<file path="src/rtl/alu_arbiter_pkg.sv">
// Shared types for the ALU arbiter: data word, ALU opcode encoding and sizing limits.
package alu_arbiter_pkg;

   localparam int unsigned DATA_W          = 32;
   localparam int unsigned OP_W            = 3;
   localparam int unsigned ALU_ARB_MAX_REQ = 8;

   typedef logic [DATA_W-1:0] Data;

   // Encoding 3'b111 is left undefined and yields a zero result.
   typedef enum logic [OP_W-1:0] {
      ALU_ADD  = 3'd0,
      ALU_SUB  = 3'd1,
      ALU_AND  = 3'd2,
      ALU_OR   = 3'd3,
      ALU_XOR  = 3'd4,
      ALU_SLT  = 3'd5,
      ALU_SLTU = 3'd6
   } AluOp;

endpackage

</file>
<file path="src/rtl/alu_arbiter_alu.sv">
// Combinational ALU shared by all requesters; arithmetic wraps modulo 2^DATA_W.
module alu_arbiter_alu
   import alu_arbiter_pkg::*;
(
   input  logic [OP_W-1:0]   op_i,
   input  logic [DATA_W-1:0] a_i,
   input  logic [DATA_W-1:0] b_i,
   output logic [DATA_W-1:0] result_o
);

   always_comb begin
      result_o = '0;
      case (AluOp'(op_i))
         ALU_ADD:  result_o = a_i + b_i;
         ALU_SUB:  result_o = a_i - b_i;
         ALU_AND:  result_o = a_i & b_i;
         ALU_OR:   result_o = a_i | b_i;
         ALU_XOR:  result_o = a_i ^ b_i;
         ALU_SLT:  result_o = DATA_W'($signed(a_i) < $signed(b_i));
         ALU_SLTU: result_o = DATA_W'(a_i < b_i);
         default:  result_o = '0;
      endcase
   end

endmodule

</file>
<file path="src/rtl/alu_arbiter_rr_picker.sv">
// Round-robin picker: first eligible index at or after ptr (wrapping) wins.
module alu_arbiter_rr_picker #(
   parameter  int unsigned N     = 2,
   localparam int unsigned IDX_W = (N > 1) ? $clog2(N) : 1
) (
   input  logic [N-1:0]     eligible_i,
   input  logic [IDX_W-1:0] ptr_i,
   output logic [N-1:0]     grant_o,
   output logic [IDX_W-1:0] idx_o
);

   int unsigned      sum;
   logic [IDX_W-1:0] cand;
   logic             found;

   always_comb begin
      grant_o = '0;
      idx_o   = '0;
      sum     = 0;
      cand    = '0;
      found   = 1'b0;
      for (int unsigned i = 0; i < N; i++) begin
         sum = 32'(ptr_i) + i;
         if (sum >= N) sum = sum - N;
         cand = IDX_W'(sum);
         if (!found && eligible_i[cand]) begin
            found         = 1'b1;
            grant_o[cand] = 1'b1;
            idx_o         = cand;
         end
      end
   end

endmodule

</file>
<file path="src/rtl/alu_arbiter.sv">
// Shares one ALU between NUM_REQ requesters with round-robin grant and one
// registered result slot per requester (1-cycle accept-to-response latency).
module alu_arbiter
   import alu_arbiter_pkg::*;
#(
   parameter int unsigned NUM_REQ = 2
) (
   input  logic                      i_clock,
   input  logic                      i_reset,
   input  logic [NUM_REQ-1:0]        i_req_valid,
   input  logic [NUM_REQ*OP_W-1:0]   i_req_op,
   input  logic [NUM_REQ*DATA_W-1:0] i_req_operandA,
   input  logic [NUM_REQ*DATA_W-1:0] i_req_operandB,
   output logic [NUM_REQ-1:0]        o_req_ready,
   output logic [NUM_REQ-1:0]        o_rsp_valid,
   output logic [NUM_REQ*DATA_W-1:0] o_rsp_result,
   input  logic [NUM_REQ-1:0]        i_rsp_ready
);

   localparam int unsigned IDX_W = (NUM_REQ > 1) ? $clog2(NUM_REQ) : 1;

   logic [NUM_REQ-1:0]        rsp_valid_q, rsp_valid_d;
   logic [NUM_REQ*DATA_W-1:0] rsp_result_q, rsp_result_d;
   logic [IDX_W-1:0]          ptr_q, ptr_d;

   logic [NUM_REQ-1:0] eligible;
   logic [NUM_REQ-1:0] grant;
   logic [IDX_W-1:0]   grant_idx;
   logic               accept;
   logic [OP_W-1:0]    sel_op;
   logic [DATA_W-1:0]  sel_a, sel_b, alu_result;

   // A slot is free when empty or being drained this cycle; no grants while in reset.
   assign eligible = i_req_valid & (~rsp_valid_q | i_rsp_ready) & {NUM_REQ{~i_reset}};

   alu_arbiter_rr_picker #(.N(NUM_REQ)) u_picker (
      .eligible_i (eligible),
      .ptr_i      (ptr_q),
      .grant_o    (grant),
      .idx_o      (grant_idx)
   );

   assign sel_op = i_req_op[32'(grant_idx) * OP_W +: OP_W];
   assign sel_a  = i_req_operandA[32'(grant_idx) * DATA_W +: DATA_W];
   assign sel_b  = i_req_operandB[32'(grant_idx) * DATA_W +: DATA_W];

   alu_arbiter_alu u_alu (
      .op_i     (sel_op),
      .a_i      (sel_a),
      .b_i      (sel_b),
      .result_o (alu_result)
   );

   assign accept      = |grant;
   assign o_req_ready = grant;
   assign o_rsp_valid = rsp_valid_q;
   assign o_rsp_result = rsp_result_q;

   always_comb begin
      rsp_valid_d  = rsp_valid_q & ~i_rsp_ready;
      rsp_result_d = rsp_result_q;
      ptr_d        = ptr_q;
      if (accept) begin
         rsp_valid_d[grant_idx]                          = 1'b1;
         rsp_result_d[32'(grant_idx) * DATA_W +: DATA_W] = alu_result;
         ptr_d = (grant_idx == IDX_W'(NUM_REQ - 1)) ? '0 : grant_idx + 1'b1;
      end
   end

   always_ff @(posedge i_clock or posedge i_reset) begin
      if (i_reset) begin
         rsp_valid_q  <= '0;
         rsp_result_q <= '0;
         ptr_q        <= '0;
      end else begin
         rsp_valid_q  <= rsp_valid_d;
         rsp_result_q <= rsp_result_d;
         ptr_q        <= ptr_d;
      end
   end

endmodule
</file>
<file path="config.mk">
export PLATFORM = sky130hd
export DESIGN_NAME = alu_arbiter
export DESIGN_NICKNAME = d
export VERILOG_FILES = /design/src/rtl/alu_arbiter_pkg.sv /design/src/rtl/alu_arbiter_alu.sv /design/src/rtl/alu_arbiter_rr_picker.sv /design/src/rtl/alu_arbiter.sv
export SDC_FILE = /design/constraint.sdc
export NUM_CORES = 1
export LEC_CHECK = 0
export CAP_MARGIN = 20
export CORE_UTILIZATION = 47
export CTS_CLUSTER_DIAMETER = 40
export DETAILED_ROUTE_END_ITERATION = 8
export PLACE_DENSITY = 0.81
export REMOVE_ABC_BUFFERS = 1
export SLEW_MARGIN = 20
export SYNTH_ARGS = -nofsm -noshare
export SYNTH_HDL_FRONTEND = slang
export SYNTH_SLANG_ARGS = --single-unit
</file>
<file path="constraint.sdc">
create_clock -name i_clock -period 7.4 [get_ports i_clock]
set_clock_uncertainty 0.1 [all_clocks]
set_input_delay 0.74 -clock i_clock [delete_from_list [all_inputs] [get_ports i_clock]]
set_output_delay 0.74 -clock i_clock [all_outputs]
set_load 0.02 [all_outputs]
</file>
==> results of run 1 <==
## routing by layer
metal | routed length [um] | vias to the layer above
met5 | 0 | -
met1 | 14000 | 4618
met2 | 14500 | 488
li1 | - | 4808
met4 | 1180 | 0
met3 | 2560 | 93
## sequential cells by signal, indices dropped and copies added, names as in the netlist
| register | flops |
|---|---|
| o_rsp_result | 64 |
| ptr_q | 1 |
| o_rsp_valid | 2 |
## cell families after synthesis
family	Yosys count	synth area share, %
buf+inv	171	7.59
mux	35	4.25
compound gates	376	27.9
xor+xnor	4	0.396
flops	67	18.9
fa+ha+maj	104	14.9
simple gates	526	26.1
## worst max path at each step
stage                                               to            from  cells past startpoint
final                     o_rsp_result[26]$_DFFE_PP0P_  i_rsp_ready[1]                     18
after global routing      o_rsp_result[26]$_DFFE_PP0P_  i_rsp_ready[1]                     18
after CTS                 o_rsp_result[26]$_DFFE_PP0P_  i_rsp_ready[1]                     18
after detailed placement  o_rsp_result[26]$_DFFE_PP0P_  i_rsp_ready[1]                     18
after global placement    o_rsp_result[61]$_DFFE_PP0P_  i_req_valid[0]                     15
after floorplan           o_rsp_result[61]$_DFFE_PP0P_         i_reset                     16
## area by class of cell
| class | count | share of cell area, % |
|---|---|---|
| clock inverters | 5 | 0.463 |
| flip-flops and latches | 67 | 14.8 |
| well taps | 229 | 2.52 |
| repair buffers | 219 | 19.3 |
| multi-input cells | 1045 | 57.5 |
| clock buffers | 11 | 2.14 |
| inverters | 100 | 3.31 |
## where the power goes
group	internal, mW	leakage (nW)	switching [mW]
Combinational	0.656	4.26	0.930
Sequential	0.502	0.844	0.0792
Clock	0.269	0.145	0.183
Total	1.43	5.25	1.19
## worst max-delay path, cell delays in order
cell             delay [ns]
clkdlybuf4s50_1        0.45
nand2b_1               0.21
o2111ai_4              0.17
inv_2                  0.62
nand2_1                0.11
nand2_1                0.11
inv_1                  0.06
ha_1                   0.22
fa_1                   0.43
o21bai_1               0.29
o2111ai_1              0.23
a211oi_1               0.49
nor2_1                 0.15
o22ai_1                0.29
o21bai_1               0.11
mux2_2                 0.27
a211o_1                0.34
mux2_2                 0.28
## placed cells by master (no fill, tap or decap), drive strengths merged, types with 12 or more instances in the layout
cell,synthesis,layout
a21oi,93,93
nor2b,17,17
dfrtp,67,67
nor3,19,19
mux2i,14,14
nand3,18,18
ha,102,102
nor2,79,79
inv,100,100
mux2,21,21
a211oi,19,19
a221oi,13,13
clkdlybuf4s50,0,207
nand2,314,314
nand2b,15,15
a21o,17,17
o21ai,101,101
buf,22,12
o211ai,24,24
## stage by stage
step	instance area, sq um	setup TNS [ns]
global placement	11100	0
finish	11400	0
floorplan	8560	-226.75
global route	11400	0
detailed placement	11100	0
CTS	11400	0
==> impl_metrics.toml, run 1 <==
[critical_path]
r2r-start = "o_rsp_valid[0]$_DFF_PP0_"
r2r_setup_slack_ns = 2.38
critPathArrivalTime_ns = 5.63
required_ns = 7.54
critPathCaptureType = "flop"
crit_path_max_fanout = 45
crit_path_start_kind = "input pin"
reg2reg_depth = 17
timing.rr.end = "o_rsp_result[26]$_DFFE_PP0P_"
criticalPathCategory = "input pin to flop"

[synth]
async_reset_ff_share_pct = 100
ys.flop_type = "dfrtp_1"
synthCells = 1283
yosysUniqueCellTypes = 80
avgSynthCellArea_sq_um = 6.90
synth_common_cells = "nand2_1 (314), ha_1 (102), inv_1 (98), o21ai_0 (95), a21oi_1 (93)"
synth.largest_area_cell = "dfrtp_1"
yosys_warnings = 0
synth-edff-count = 0
syn_area_sq_mm = 0.00886
ys_seq_elements = 67
yosys-top-cells-area = "dfrtp_1 (19%), ha_1 (14%), nand2_1 (13%), o21ai_0 (5.4%), a21oi_1 (5.3%)"
synth_top_area_share_pct = 18.9
ys_seq_area_share_pct = 18.9
synth_most_common_cell = "nand2_1"

[cts]
path_clk_slew_ns = 0.06
clk_latency_ns = 0.35
cts_tree = "done"
cts_made_buffers = 9
cts-root-buf = "clkbuf_16"
cts.sinks = 67
htreeDepth = 3
cts_setup_buffers = 0
cts_resized = 0
clockBufferDepth = 2
holdBufCountCts = 0

[power_and_ir_drop]
power_density_mw_per_mm2 = 231
p_total_mw = 2.62
p_leak_nw = 5.25
vdd.ir_drop.worst_mv = 0.140

[sta]
timing.hold.ws_ns = 0.374
period_share_pct = 74.2
tightest_slew_ns = 0.934
finalSetupViolCount = 0
post-route-min-period_ns = 5.49
slew_viol_final = 0
slew_headroom_pct = 37.7
hold_violations = 0
rsz0062_at_grt = "false"
setup_slack_ns = 1.91
fmax_ghz = 0.182

[global_routing]
gr-total-overflow = 0
grt_start_max_net_pins = 129
grtUsageMet3_pct = 5.57
use_met2_pct = 53.2
use_met1_pct = 45.1
busiest_layer = "met2"
grt_pass1_vias = 9587
grt_usage_pct = 33.6
grt_pass1_wl_um = 51300
antenna_found_initial = 0

[finish]
stdcell_count = 1676
fin_nets = 1686
utilization_pct = 62.3
multi_input_area_sq_mm = 0.00653
drive_gt1_share_pct = 5.11
area_growth_pct = 28.2
num-fill-cells = 1671
regArea_sq_mm = 0.00168
n_antenna_cell = 0

[floorplanning]
num_rows = 49
dieWidth_um = 139
die_y_um = 139
die_area_sq_mm = 0.0194
start_util_pct = 48.6
io_pins = 208
core-area_sq_mm = 0.0182

[hold_path]
hold_depth = 2
min_from = "o_rsp_result[11]$_DFFE_PP0P_"
min_to = "o_rsp_result[11]$_DFFE_PP0P_"
hold_path.class = "flop to flop"

[place]
post-place-ws_ns = 1.72
dp.final_hpwl_um = 24100
dpl.cell_count = 1660
routabilityCongestion = 0.975
portBuffers = 207

[detailed_routing]
drc_errors = 0
drtIter0Drc = 865
drtPass1Iterations = 6
vias = 10007
wirelength_um = 32300
ant_nets = 0
drt-vias-per-instance = 5.97
detail_route.wl_per_cell_um = 19.3

[status]
outcome = "complete, no violations"

[run]
drv_cap = 0
Note: power is estimated with default switching activity, not from simulation.
==> inputs of run 2 (changes only) <==
PLACE_DENSITY = 0.84   (was 0.81)
clock period = 4.8 ns   (was 7.4 ns; I/O delays follow)
==> run 2 against run 1 <==
Against the previous run: sequential cell count unchanged; critical endpoint is now o_rsp_result[23]$_DFFE_PP0P_; utilization is 8.4 points higher; worst setup slack got worse by 1.7 ns; power grew 75%; combinational power is 79% higher; critical path depth decreased by 1; clock power grew 82%; global-route usage rose by 3.9 points; worst hold slack improved by 0.0065 ns; first-iteration DRC count is 13% higher; register-to-register slack worse by 2.1 ns.
==> impl_metrics.toml, run 2 (same netlist as run 1, synthesis figures left out) <==
[cts]
cts.sinks = 67
cts_tree = "done"
holdBufCountCts = 0
htreeDepth = 3
cts_made_buffers = 9
clk_latency_ns = 0.34
path_clk_slew_ns = 0.07
cts-root-buf = "clkbuf_16"
clockBufferDepth = 2

[critical_path]
required_ns = 4.95
critPathCaptureType = "flop"
crit_path_max_fanout = 7
crit_chain = "clkdlybuf4s50_1 -> nand2b_1 -> o2111ai_4 -> buf_12 -> mux2i_1 -> ha_1 -> buf_4 -> o21ba_1 -> or4_4 -> a211oi_4 -> buf_4 -> o211a_1 -> o2111a_1 -> o21ai_0 -> o22ai_1 -> a21oi_1 -> o21ai_0"
r2r-start = "ptr_q$_DFFE_PP0P_"
r2r_setup_slack_ns = 0.31
crit_path_start_kind = "input pin"
timing.rr.end = "o_rsp_result[23]$_DFFE_PP0P_"
criticalPathCategory = "input pin to flop"
critPathArrivalTime_ns = 4.74
cp_slowest_cell = "clkdlybuf4s50_1"
reg2reg_depth = 16
cpPeakStageDelay_ns = 0.48

[sta]
hold_violations = 0
finalSetupViolCount = 0
setup_slack_ns = 0.205
period_share_pct = 95.7
fmax_ghz = 0.218
tightest_slew_ns = 0.986
timing.hold.ws_ns = 0.381
slew_headroom_pct = 34.3
slew_viol_final = 0
post-route-min-period_ns = 4.60
rsz0062_at_grt = "false"

[hold_path]
hold_depth = 2
min_from = "o_rsp_result[39]$_DFFE_PP0P_"
hold_path.class = "flop to flop"
min_to = "o_rsp_result[39]$_DFFE_PP0P_"

[place]
portBuffers = 207
place_area_sq_mm = 0.0125
dp.final_hpwl_um = 28400
post-place-ws_ns = -0.448
routabilityCongestion = 1.01

[global_routing]
grt_usage_pct = 37.5
antenna_found_initial = 0
grt_pass1_wl_um = 57700
grt_pass1_vias = 10779
grt_start_max_net_pins = 69
gr-total-overflow = 0

[power_and_ir_drop]
p_leak_nw = 6.20
power_density_mw_per_mm2 = 355
p_total_mw = 4.57
vdd.ir_drop.worst_mv = 0.337

[detailed_routing]
drc_errors = 0
drt-vias-per-instance = 5.92
wirelength_um = 36100
drtPass1Iterations = 6
ant_nets = 0
vias = 11056
drtIter0Drc = 977
detail_route.wl_per_cell_um = 19.3

[finish]
layout_common_cells = "nand2_1 (314), clkdlybuf4s50_1 (207), buf_4 (202)"
utilization_pct = 70.7
fin_area_sq_mm = 0.0129
area_growth_pct = 45.4
n_antenna_cell = 0
num-fill-cells = 1555
final_common_cell = "nand2_1"
fin_nets = 1879
regArea_sq_mm = 0.00168
multi_input_area_sq_mm = 0.00655
largest_register_ffs = 64
drive_gt1_share_pct = 16.5

[floorplanning]
io_pins = 208
dieWidth_um = 139
die_y_um = 139
num_rows = 49
die_area_sq_mm = 0.0194
core-area_sq_mm = 0.0182
start_util_pct = 48.6

[run]
drv_cap = 0

[status]
outcome = "complete, no violations"
run 2: cell types whose count changed in the layout (fill, tap and decap cells not counted), moves of 2 or more:
cell,before,now
a2111oi_0,4,2
buf_4,10,202
bufinv_16,1,3
clkinv_2,3,1
run 2: timing repair:
action	in CTS	in global routing
setup buffers	0	2
pin swaps	0	1
endpoints found under the setup margin	6	30
resized for setup	1	4
run 2: worst max path at each step:
stage	from	endpoint	slack, ns
after floorplan	i_reset	o_rsp_result[61]$_DFFE_PP0P_	-6.38
after global placement	i_req_valid[0]	o_rsp_result[16]$_DFFE_PP0P_	-0.29
after detailed placement	i_rsp_ready[0]	o_rsp_result[23]$_DFFE_PP0P_	-0.45
after CTS	i_req_valid[0]	o_rsp_result[23]$_DFFE_PP0P_	0.01
after global routing	i_req_valid[0]	o_rsp_result[23]$_DFFE_PP0P_	0.0003
final	i_req_valid[0]	o_rsp_result[23]$_DFFE_PP0P_	0.20
run 2: worst max-delay path, delay by kind of cell:
family | cells | cell delay, ns
adders and majority gates | 1 | 0.33
muxes | 1 | 0.41
and+or+nand+nor | 2 | 0.54
AOI/OAI and AO/OA | 9 | 1.98
buffers and inverters | 4 | 0.99
run 2: final cells by class:
class,instances,share of cell area [%]
clock inverters,6,0.864
clock buffers,10,1.86
multi-input cells,1045,50.8
flip-flops and latches,67,13.0
well taps,229,2.22
inverters,100,2.91
repair buffers,412,28.3
run 2: layer usage:
layer	vias up	GRT usage, %	share of wire [%]
met1	5141	49.2	43
li1	5206	-	-
met4	0	14.6	3.5
met2	599	62.2	46
met5	-	0	0
met3	110	5.09	8.1
run 2: report_power, final:
group          internal, mW  switching [mW]  leakage [nW]  total [mW]
Combinational          1.29            1.56          5.19        2.85
Clock                 0.524           0.298         0.169       0.821
Sequential            0.773           0.126         0.844       0.899
run 2: stage by stage:
step	setup TNS [ns]	cells
after detailed placement	-7.01	1851
final	0	1869
after CTS	0	1867
after floorplan	-380.44	1212
after global routing	0	1869
after global placement	-5.00	1851
==> inputs of run 3 (changes only) <==
SETUP_SLACK_MARGIN = 0.05   (was default)
==> run 3 against run 2 <==
Against the previous run: non-clock buffer count stayed put; fmax is 1.0% higher; sequential power hardly changed; largest cell class unchanged; highest routed layer unchanged.
==> impl_metrics.toml, run 3 (same netlist as run 1, synthesis figures left out) <==
[global_routing]
grt_start_max_net_pins = 69
antenna_found_initial = 0
grt_pass1_vias = 10785
gr-total-overflow = 0
grt_pass1_wl_um = 57700
grt_usage_pct = 37.5

[finish]
n_antenna_cell = 0
layout_common_cells = "nand2_1 (314), clkdlybuf4s50_1 (207), buf_4 (202)"
utilization_pct = 70.8
final_common_cell = "nand2_1"
fin_nets = 1879
fin_area_sq_mm = 0.0129
largest_register_ffs = 64
area_growth_pct = 45.6
num-fill-cells = 1555
drive_gt1_share_pct = 16.6

[place]
portBuffers = 207
routabilityCongestion = 1.01
post-place-ws_ns = -0.448
place_area_sq_mm = 0.0125
dp.final_hpwl_um = 28400

[sta]
hold_violations = 0
setup-tns-final_ns = 0
period_share_pct = 94.8
slew_viol_final = 0
slew_headroom_pct = 34.9
tightest_slew_ns = 0.977
rsz0062_at_grt = "false"
setup_slack_ns = 0.252
fmax_ghz = 0.220
post-route-min-period_ns = 4.55
finalSetupViolCount = 0

[critical_path]
critPathArrivalTime_ns = 4.68
required_ns = 4.93
crit_path_start_kind = "input pin"
crit_start = "i_req_valid[0]"
critPathCaptureType = "flop"
r2r-start = "ptr_q$_DFFE_PP0P_"
crit_path_max_fanout = 24
criticalPathCategory = "input pin to flop"

[cts]
cts.sinks = 67
cts_tree = "done"
clk_latency_ns = 0.34
holdBufCountCts = 0
htreeDepth = 3
cts-root-buf = "clkbuf_16"
clockBufferDepth = 2
path_clk_slew_ns = 0.06
cts_made_buffers = 9

[detailed_routing]
detail_route.wl_per_cell_um = 19.2
drc_errors = 0
drtPass1Iterations = 6
drtIter0Drc = 872
vias = 10972
drt-vias-per-instance = 5.87
ant_nets = 0
wirelength_um = 35900

[floorplanning]
core-area_sq_mm = 0.0182
num_rows = 49
die_area_sq_mm = 0.0194
die_y_um = 139
start_util_pct = 48.6
dieWidth_um = 139
io_pins = 208

[power_and_ir_drop]
p_leak_nw = 6.20
vdd.ir_drop.worst_mv = 0.337
power_density_mw_per_mm2 = 354
p_total_mw = 4.57

[hold_path]
min_from = "o_rsp_result[39]$_DFFE_PP0P_"
hold_path.class = "flop to flop"

[status]
outcome = "complete, no violations"

[run]
drv_cap = 0
## run 3: power by group
group / switching, mW / internal (mW) / total [mW] / leakage (nW)
Clock: 0.297 / 0.524 / 0.821 / 0.169
Sequential: 0.126 / 0.773 / 0.899 / 0.844
Combinational: 1.55 / 1.29 / 2.85 / 5.19
Total: 1.98 / 2.59 / 4.57 / 6.20
## run 3: worst paths after layout
check | to | slack [ns] | cells after the start
setup / recovery | o_rsp_result[31]$_DFFE_PP0P_ | 0.25 | 18
hold / removal | o_rsp_result[39]$_DFFE_PP0P_ | 0.38 | 2
setup reg to reg | o_rsp_result[31]$_DFFE_PP0P_ | 0.36 | 17
hold reg to reg | o_rsp_result[39]$_DFFE_PP0P_ | 0.38 | 2
max in group asynchronous | o_rsp_result[34]$_DFFE_PP0P_ | 3.24 | 3
min in group asynchronous | o_rsp_result[12]$_DFFE_PP0P_ | 0.75 | 3
## run 3: stage by stage
| stage | hold slack (ns) | instances |
|---|---|---|
| 6_report | 0.380 | 1869 |
| 5_1_grt | 0.400 | 1869 |
| 4_1_cts | 0.383 | 1869 |
| 3_5_place_dp | 0.369 | 1851 |
| 3_3_place_gp | 0.359 | 1851 |
| 2_1_floorplan | 0.387 | 1212 |
## run 3: repair_timing
item / 4_1_cts / 5_1_grt
resized for setup: 1 / 7
pin swaps: 1 / 0
setup endpoints to repair: 9 / 15
buffers inserted: 2 / 0
## run 3: layout make-up
type / count / area (sq um) / area share [%]
clock buffer: 10 / 239 / 1.85
tap: 229 / 287 / 2.22
multi-input combinational: 1045 / 6560 / 50.8
sequential: 67 / 1680 / 13.0
clock inverter: 6 / 111 / 0.864
timing repair buffer: 412 / 3650 / 28.3
inverter: 100 / 375 / 2.91
## run 3: metal layers
layer  share of wire, %  vias to the layer above  track usage (%)
li1                   -                     5204                -
met1                 43                     5103             49.2
met2                 46                      571             62.2
met3                7.9                       94             5.13
met4                3.2                        0             14.6
met5                  0                        -                0
## run 3: worst max-delay path, cell delays in order
cell,delay [ns]
clkdlybuf4s50_1,0.48
nand2b_1,0.09
o2111ai_4,0.23
buf_12,0.18
buf_4,0.28
nand2_1,0.09
nand2_1,0.12
ha_1,0.26
buf_4,0.17
or4_4,0.56
a211oi_4,0.31
buf_4,0.19
o211a_1,0.20
o2111a_1,0.34
a211oi_1,0.11
nor3_1,0.17
a2bb2oi_1,0.11
mux2_2,0.27
==> RTL edit (settings of run 2) <==
Take the reset off `rsp_result_q` and load it in a clocked block of its own.
--- a/src/rtl/alu_arbiter.sv
+++ b/src/rtl/alu_arbiter.sv
@@ -70,13 +70,15 @@
    always_ff @(posedge i_clock or posedge i_reset) begin
       if (i_reset) begin
          rsp_valid_q  <= '0;
-         rsp_result_q <= '0;
          ptr_q        <= '0;
       end else begin
          rsp_valid_q  <= rsp_valid_d;
-         rsp_result_q <= rsp_result_d;
          ptr_q        <= ptr_d;
       end
    end
 
+   always_ff @(posedge i_clock) begin
+      rsp_result_q <= rsp_result_d;
+   end
+
 endmodule
Function: differs if i_reset is asserted again (counterexample within 4 cycles, from zero or initial values and one cycle with i_reset high); with i_reset held inactive, the same outputs for 4 cycles.
==> RTL edit against run 2 <==
Clock power is 3.4% higher. Global-route usage down 3.6 points. Total power decreased by 22%. Cell area shrank 2.5%. Area after synthesis rose by 0.57%. Sequential cell count unchanged. Wire length shrank 8.0%. Worst setup slack worse by 0.056 ns. Critical path type unchanged. Largest power group unchanged.
==> RTL edit: results (changes against run 2) <==
largest net degree at the start of global routing 58 (-16%); Leakage 5.59 nW (-9.9%); HPWL after DPL 25900 um (-8.7%); met2 GRT Util 0.604 (-0.0180); Post-Synth XOR/XNOR Area 0.00688 (+0.00293); Core Util, Final 0.687 (-0.0203); Non-clock buffer share 0.259 (-0.0243); Compound-Gate Fraction of Synth Area 0.279 (about the same); EDFF count, synth 64 (+64); drt first pass iters 5 (-1); Area contributors post-synth edfxtp_1, ha_1, nand2_1; # fillers 1534 (-1.4%); proportion of layout cells with a drive suffix above 1 0.141 (-0.0233); area taken by multi-input logic gates 6270 um2 (-4.2%); Setup crit end o_rsp_result[58]$_DFFE_PP_; Clock buffer cells 9 (-1); share of synthesized registers carrying an async set or reset 0.0448 (-0.955); mux contribution to synthesized area 0.0135 (-0.0290); worst ir drop on vdd 0.186 mV (-45%); CP max stage delay 0.51 ns (+0.03 ns); nonclk inv count 103 (+3.0%); Seq/Total Area, Yosys 0.224 (+0.0349); Post-synth top flop edfxtp_1; min-delay worst type input pin to asynchronous set/reset pin; DR vias 10.3k (-7.1%); Post-Synth Adder-Cell Area 0.148 (-0.000835); synth cell count leaders nand2_1, nor2_1, a21oi_1; run status finished, final reports clean; met1 usage 0.407 (-0.0857)
RTL edit: cell types whose count changed after synthesis, moves of 11 or more:
| cell | change |
|---|---|
| edfxtp_1 | +64 |
| buf_2 | +14 |
| nor2_1 | +51 |
| nand2_1 | -74 |
| clkbuf_1 | -11 |
| nor2b_1 | -12 |
| dfrtp_1 | -64 |
| o21ai_0 | -57 |
| mux2_2 | -19 |
| a21oi_1 | +14 |
RTL edit: power groups by stage:
stage,logic [mW],registers (mW),clock network (mW)
after floorplan,1.05,0.787,0
after detailed placement,1.92,0.737,0
after global routing,2.13,0.728,0.876
after global placement,1.89,0.736,0
final,1.98,0.725,0.849
after CTS,1.93,0.726,0.848
RTL edit: what timing repair did:
item                       in CTS  in global routing
gates resized for setup         0                 11
setup buffers                   0                  1
setup endpoints to repair       0                 18
